`src/rtl/univ_shift_reg_n.sv`:
```
// Parametrised universal shift register: hold/shift/load/rotate/ashr/clear,
// either as a single enabled step or as a counted burst with busy/done handshake.
module univ_shift_reg_n #(
    parameter int WIDTH = 8,
    parameter int SHW   = 4
) (
    input  logic             clk,
    input  logic             rst,
    input  logic             en,
    input  logic [2:0]       mode,
    input  logic             sin_r,
    input  logic             sin_l,
    input  logic [WIDTH-1:0] pin,
    input  logic             start,
    input  logic [SHW-1:0]   shamt,
    output logic [WIDTH-1:0] pout,
    output logic             sout_r,
    output logic             sout_l,
    output logic             busy,
    output logic             done
);

    typedef enum logic {IDLE, RUN} state_t;

    state_t           state_reg;
    logic [WIDTH-1:0] q_reg;
    logic [SHW-1:0]   cnt_reg;
    logic [2:0]       mode_lat_reg;
    logic             busy_reg;
    logic             done_reg;

    logic [2:0]       step_mode;
    logic [WIDTH-1:0] step_val;
    logic [WIDTH-1:0] shr_vec, shl_vec, rotr_vec, rotl_vec, ashr_vec;

    // A running burst uses the mode captured at acceptance, not the live input.
    assign step_mode = (state_reg == RUN) ? mode_lat_reg : mode;

    genvar gi;
    generate
        for (gi = 0; gi < WIDTH - 1; gi++) begin : g_neighbour
            assign shr_vec[gi]    = q_reg[gi+1];
            assign rotr_vec[gi]   = q_reg[gi+1];
            assign ashr_vec[gi]   = q_reg[gi+1];
            assign shl_vec[gi+1]  = q_reg[gi];
            assign rotl_vec[gi+1] = q_reg[gi];
        end
    endgenerate

    assign shr_vec[WIDTH-1]  = sin_r;
    assign rotr_vec[WIDTH-1] = q_reg[0];
    assign ashr_vec[WIDTH-1] = q_reg[WIDTH-1];
    assign shl_vec[0]        = sin_l;
    assign rotl_vec[0]       = q_reg[WIDTH-1];

    always_comb begin
        step_val = q_reg;
        case (step_mode)
            3'b000:  step_val = q_reg;
            3'b001:  step_val = shr_vec;
            3'b010:  step_val = shl_vec;
            3'b011:  step_val = pin;
            3'b100:  step_val = rotr_vec;
            3'b101:  step_val = rotl_vec;
            3'b110:  step_val = ashr_vec;
            default: step_val = '0;
        endcase
    end

    always_ff @(posedge clk or posedge rst) begin
        if (rst) begin
            state_reg    <= IDLE;
            q_reg        <= '0;
            cnt_reg      <= '0;
            mode_lat_reg <= 3'b000;
            busy_reg     <= 1'b0;
            done_reg     <= 1'b0;
        end else begin
            done_reg <= 1'b0;
            case (state_reg)
                IDLE: begin
                    if (start) begin
                        if (shamt != '0)
                            q_reg <= step_val;
                        if (shamt > SHW'(1)) begin
                            mode_lat_reg <= mode;
                            cnt_reg      <= shamt - SHW'(1);
                            state_reg    <= RUN;
                            busy_reg     <= 1'b1;
                        end else begin
                            done_reg <= 1'b1;
                        end
                    end else if (en) begin
                        q_reg <= step_val;
                    end
                end
                RUN: begin
                    q_reg   <= step_val;
                    cnt_reg <= cnt_reg - SHW'(1);
                    if (cnt_reg == SHW'(1)) begin
                        state_reg <= IDLE;
                        busy_reg  <= 1'b0;
                        done_reg  <= 1'b1;
                    end
                end
                default: state_reg <= IDLE;
            endcase
        end
    end

    assign pout   = q_reg;
    assign sout_r = q_reg[0];
    assign sout_l = q_reg[WIDTH-1];
    assign busy   = busy_reg;
    assign done   = done_reg;

endmodule

```
`config.mk`:
```
export PLATFORM = sky130hd
export DESIGN_NAME = univ_shift_reg_n
export DESIGN_NICKNAME = d
export VERILOG_FILES = /design/src/rtl/univ_shift_reg_n.sv
export SDC_FILE = /design/constraint.sdc
export NUM_CORES = 1
export LEC_CHECK = 0
export CORE_ASPECT_RATIO = 1.4
export CORE_MARGIN = 5
export CORE_UTILIZATION = 51
export CTS_CLUSTER_SIZE = 8
export DETAILED_ROUTE_END_ITERATION = 10
export PLACE_DENSITY = 0.84
export SKIP_LAST_GASP = 1
export SYNTH_ARGS = -nofsm -noshare
export SYNTH_HDL_FRONTEND = slang
export SYNTH_SLANG_ARGS = --single-unit
```
`constraint.sdc`:
```
create_clock -name clk -period 3.95 [get_ports clk]
set_clock_uncertainty 0.1 [all_clocks]
set_input_delay 0.79 -clock clk [delete_from_list [all_inputs] [get_ports clk]]
set_output_delay 0.79 -clock clk [all_outputs]
set_load 0.02 [all_outputs]
```
==> results by stage <==
Timing:
- The slew of the pin with the lowest slew margin is 0.752 ns.
- The worst path in the final design needs a cycle of 2.62 ns, including I/O delays and setup.
- The normalized max-slew margin is 49.9%.
- The final-layout setup total negative slack is 0 ns.
- The total count of max-transition violations in the final report is 0.
- The final-report hold violation count was 0.
- Setup repair after global routing left no endpoint under its margin.
- Setup violations remaining at the end of the flow were counted as 0.
- The final critical-path share of the clock period is 66.4%.
- The maximum operating frequency is 381 MHz.

Clock network:
- The number of buffers created by CTS is 3.
- For this design, the CTS-stage hold fixing added 0 buffers.
- TritonCTS built the clock tree.
- The insertion delay to the later sink of the worst-skew pair is 0.30 ns.
- The TritonCTS sink count is 18.
- The buffer count from post-CTS setup fixing is 0.
- Gates resized during post-CTS repair numbered 0.
- The cell at the root of the clock tree is clkbuf_4.
- Counting along the longest clock path gives a buffer depth of 2.
- The H-tree depth is 1.
- The clock transition time at the flip-flop clock pins of the worst setup and hold paths is 0.11 ns.

Yosys:
- The synthesized instance count is 121.
- The mux contribution to synthesized area is 13.7%.
- For this run, the number of Yosys warnings is 0.
- Ranked by total cell area, the synthesized netlist is headed by dfrtp_1 38%, mux2i_4 5.7%, a221oi_1 4.4%.
- After synthesis the netlist holds a flip-flop and latch count of 18.
- After synthesis, the largest family of logic cells by area is compound AO/OA/AOI/OAI gates.
- The area share of the largest cell type after synthesis is 38.1%.
- Summing the areas of all compound-gate instances in the mapped netlist gives 19.6% of the synthesized area.
- The number of nets in the synthesized netlist is 146.
- The dominant synthesized flop cell is dfrtp_1.
- Of the total synthesized cell area, the portion taken by XOR and XNOR cells is 2.22%.
- The share of flip-flops with an asynchronous set or reset after synthesis is 100%.
- The number of flops mapped to enable cells by yosys is 0.
- The fraction of the mapped netlist area in adder cells is 4.24%.
- The average footprint of a synthesized cell is 9.76 um2.
- Counting distinct cell types in the post-synthesis netlist gives 37.
- After Yosys synthesis, and, or, nand and nor cells account for 16.7% of the synthesized area.
- Summing the sequential cell areas from Yosys gives 38.1% of the chip area.
- The dominant cell type by area after synthesis is dfrtp_1.
- The area of the mapped netlist is 1180 um2.

GRT:
- Entering global routing, the biggest net connects 19 pins.
- For this run, global-route usage on met2 was measured as 29.8%.
- The peak-usage layer in the global routing report is met2.
- The first-pass GRT wire length is 4.33 mm.
- The number of antenna violations at the first check in global routing is 0.
- The overall overflow remaining after global route is 0.
- Global routing used 16.4% of the available tracks across all layers.
- The via count of the first global-routing pass is 1,018.
- Global routing used 17.4% of the available met1 tracks.
- The met3 usage is 3.36%.

Detailed routing:
- For this block, the initial DRC count from the detailed router was 22.
- The detail route stage leaves a number of antenna-violating nets equal to 0.
- After detailed routing, the number of vias per cell comes to 5.83.
- The pre-antenna-repair detailed-routing pass consisted of 4 iterations.
- The routed layout has 1,014 vias.
- For this run, design rule violations remaining after detail routing come to 0.
- The overall routed net length is 2.60 mm.
- After detailed routing, the average wire length per cell comes to 14.9 um.

Finish:
- The top cell types in the final layout, fill and taps aside, are 32 x clkdlybuf4s50_1, 18 x dfrtp_1, 12 x nand2_1.
- The number of nets in the final layout is 179.
- Measured on the finished design, the core utilization comes to 69.1%.
- Leaving out fill and tap cells, the most frequent cell in the layout is clkdlybuf4s50_1.
- The layout has 191 filler cells.
- The multi-input combinational cell area is 667 um2.
- 0 antenna diodes ended up in the layout.
- In the final layout, flip-flops and latches occupy 450 um2.
- The post-route netlist has 10.5% of its cells at a drive strength greater than 1.
- The growth of design area from synthesis to finish is 28.8%.
- The flip-flop count of the largest register after layout is 8.

Worst setup path:
- In this run the register-to-register setup slack is 1.67 ns.
- The destination of the worst register-to-register timing path is pout[4].
- The worst setup path is of the in -> reg kind.
- The type of origin of the critical path is an input pin.
- The required time of the critical path is 4.05 ns.
- The worst register-to-register path has a depth of 5.
- In this run the worst path has a maximum fanout of 9.
- STA classifies the critical path endpoint as a flip-flop.
- The launching element of the worst setup path is shamt[0].
- The startpoint identified for the worst register-to-register timing path is state_reg.
- The arrival time reported for the critical path endpoint is 2.72 ns.

Floorplan:
- The die outline height is 66.9 um.
- For this design the top-level I/O count stands at 33.
- The floorplan step defined a die boundary enclosing 3390 um2.
- The floorplan has 20 rows.
- In this run the standard cell core region covers 2200 um2.
- In this run the horizontal extent of the chip is 50.7 um.
- The starting density of the core is 53.6%.

Power:
- The power density over cell area is 672 nW/um2.
- The largest voltage drop on the vdd net is 0.401 mV.
- The cell leakage power is 0.644 nW.

Job:
- The tool flagged a number of max-cap violations equal to 0.

Worst hold path:
- In this run the most critical hold path is launched from busy.
- The worst hold path was traced through 2 stages.
- The worst hold path endpoint is busy.
- In this run the worst hold path is classified as reg -> reg.

Status:
- The flow ran to the end, and the final reports show no timing, DRC or antenna violations.

Place:
- The congestion estimate from routability-driven global placement came to 0.872.
- During placement, the flow inserted port buffers numbering 32.
- The half-perimeter wire length of the detailed placement result is 2.08 mm.
stage by stage:
| stage | power (W) | setup WS (ns) | hold slack [ns] | instances | area (um2) |
|---|---|---|---|---|---|
| final | 0.00102 | 1.33 | 0.445 | 174 | 1520 |
| after global routing | 0.00111 | 1.19 | 0.497 | 174 | 1520 |
| after CTS | 0.00103 | 1.33 | 0.455 | 174 | 1520 |
| after detailed placement | 0.000939 | 1.01 | 0.437 | 171 | 1500 |
| after global placement | 0.000918 | 1.09 | 0.426 | 171 | 1500 |
| after floorplan | 0.000776 | 1.69 | 0.407 | 121 | 1180 |
cell type report:
class / count / area share, %
timing repair buffer: 32 / 21.1
clock buffer: 3 / 1.48
multi-input combinational: 90 / 43.8
tap: 22 / 1.81
sequential: 18 / 29.6
inverter: 9 / 2.22
layer usage:
| layer | up-vias | part of all wire [%] |
|---|---|---|
| li1 | 505 | - |
| met1 | 469 | 40 |
| met2 | 33 | 52 |
| met3 | 7 | 5.7 |
| met4 | 0 | 2.5 |
| met5 | - | 0 |
where the power goes:
| part | switching [W] | internal, W | leakage (nW) |
|---|---|---|---|
| clock network | 0.0000577 | 0.0000356 | 0.0138 |
| logic | 0.000306 | 0.000279 | 0.403 |
| registers | 0.0000899 | 0.000254 | 0.227 |
Yosys cell counts (2+ instances only):
master    count
nand2b_1      3
buf_4         2
nand2_1      12
nand3_1       3
dfrtp_1      18
and2_1        7
o21ai_1       8
mux2_4        2
nor2_1        4
xnor2_1       2
mux2_2        3
nor3_1        4
o21ai_0       3
mux2i_4       3
mux2i_1       3
a221oi_1      6
ha_1          4
a21oi_1       7
inv_1         9
how the worst max path moves through the flow:
stage                 endpoint  slack, ns  cells after the start
5_1_grt                pout[7]       1.19                      8
3_5_place_dp   mode_lat_reg[0]       1.01                      7
3_3_place_gp   mode_lat_reg[1]       1.09                      7
4_1_cts        mode_lat_reg[0]       1.33                      7
6_report       mode_lat_reg[0]       1.33                      7
2_1_floorplan  mode_lat_reg[0]       1.69                      6
logic make-up (layout without fill, tap and decap cells):
logic type | after synthesis | in the layout
AO/OA/AOI/OAI | 34 | 34
AND/OR/NAND/NOR | 38 | 38
flip-flops | 18 | 18
XOR/XNOR | 3 | 3
buffers and inverters | 13 | 44
adder cells (fa/ha/maj) | 4 | 4
multiplexers | 11 | 11
critical path, cell delays in order:
cell             delay [ns]
clkdlybuf4s50_1        0.47
inv_1                  0.09
ha_1                   0.20
nor2_1                 0.08
o31ai_2                0.47
nand2b_1               0.28
mux2_2                 0.35
(Power assumes the default switching activity.)
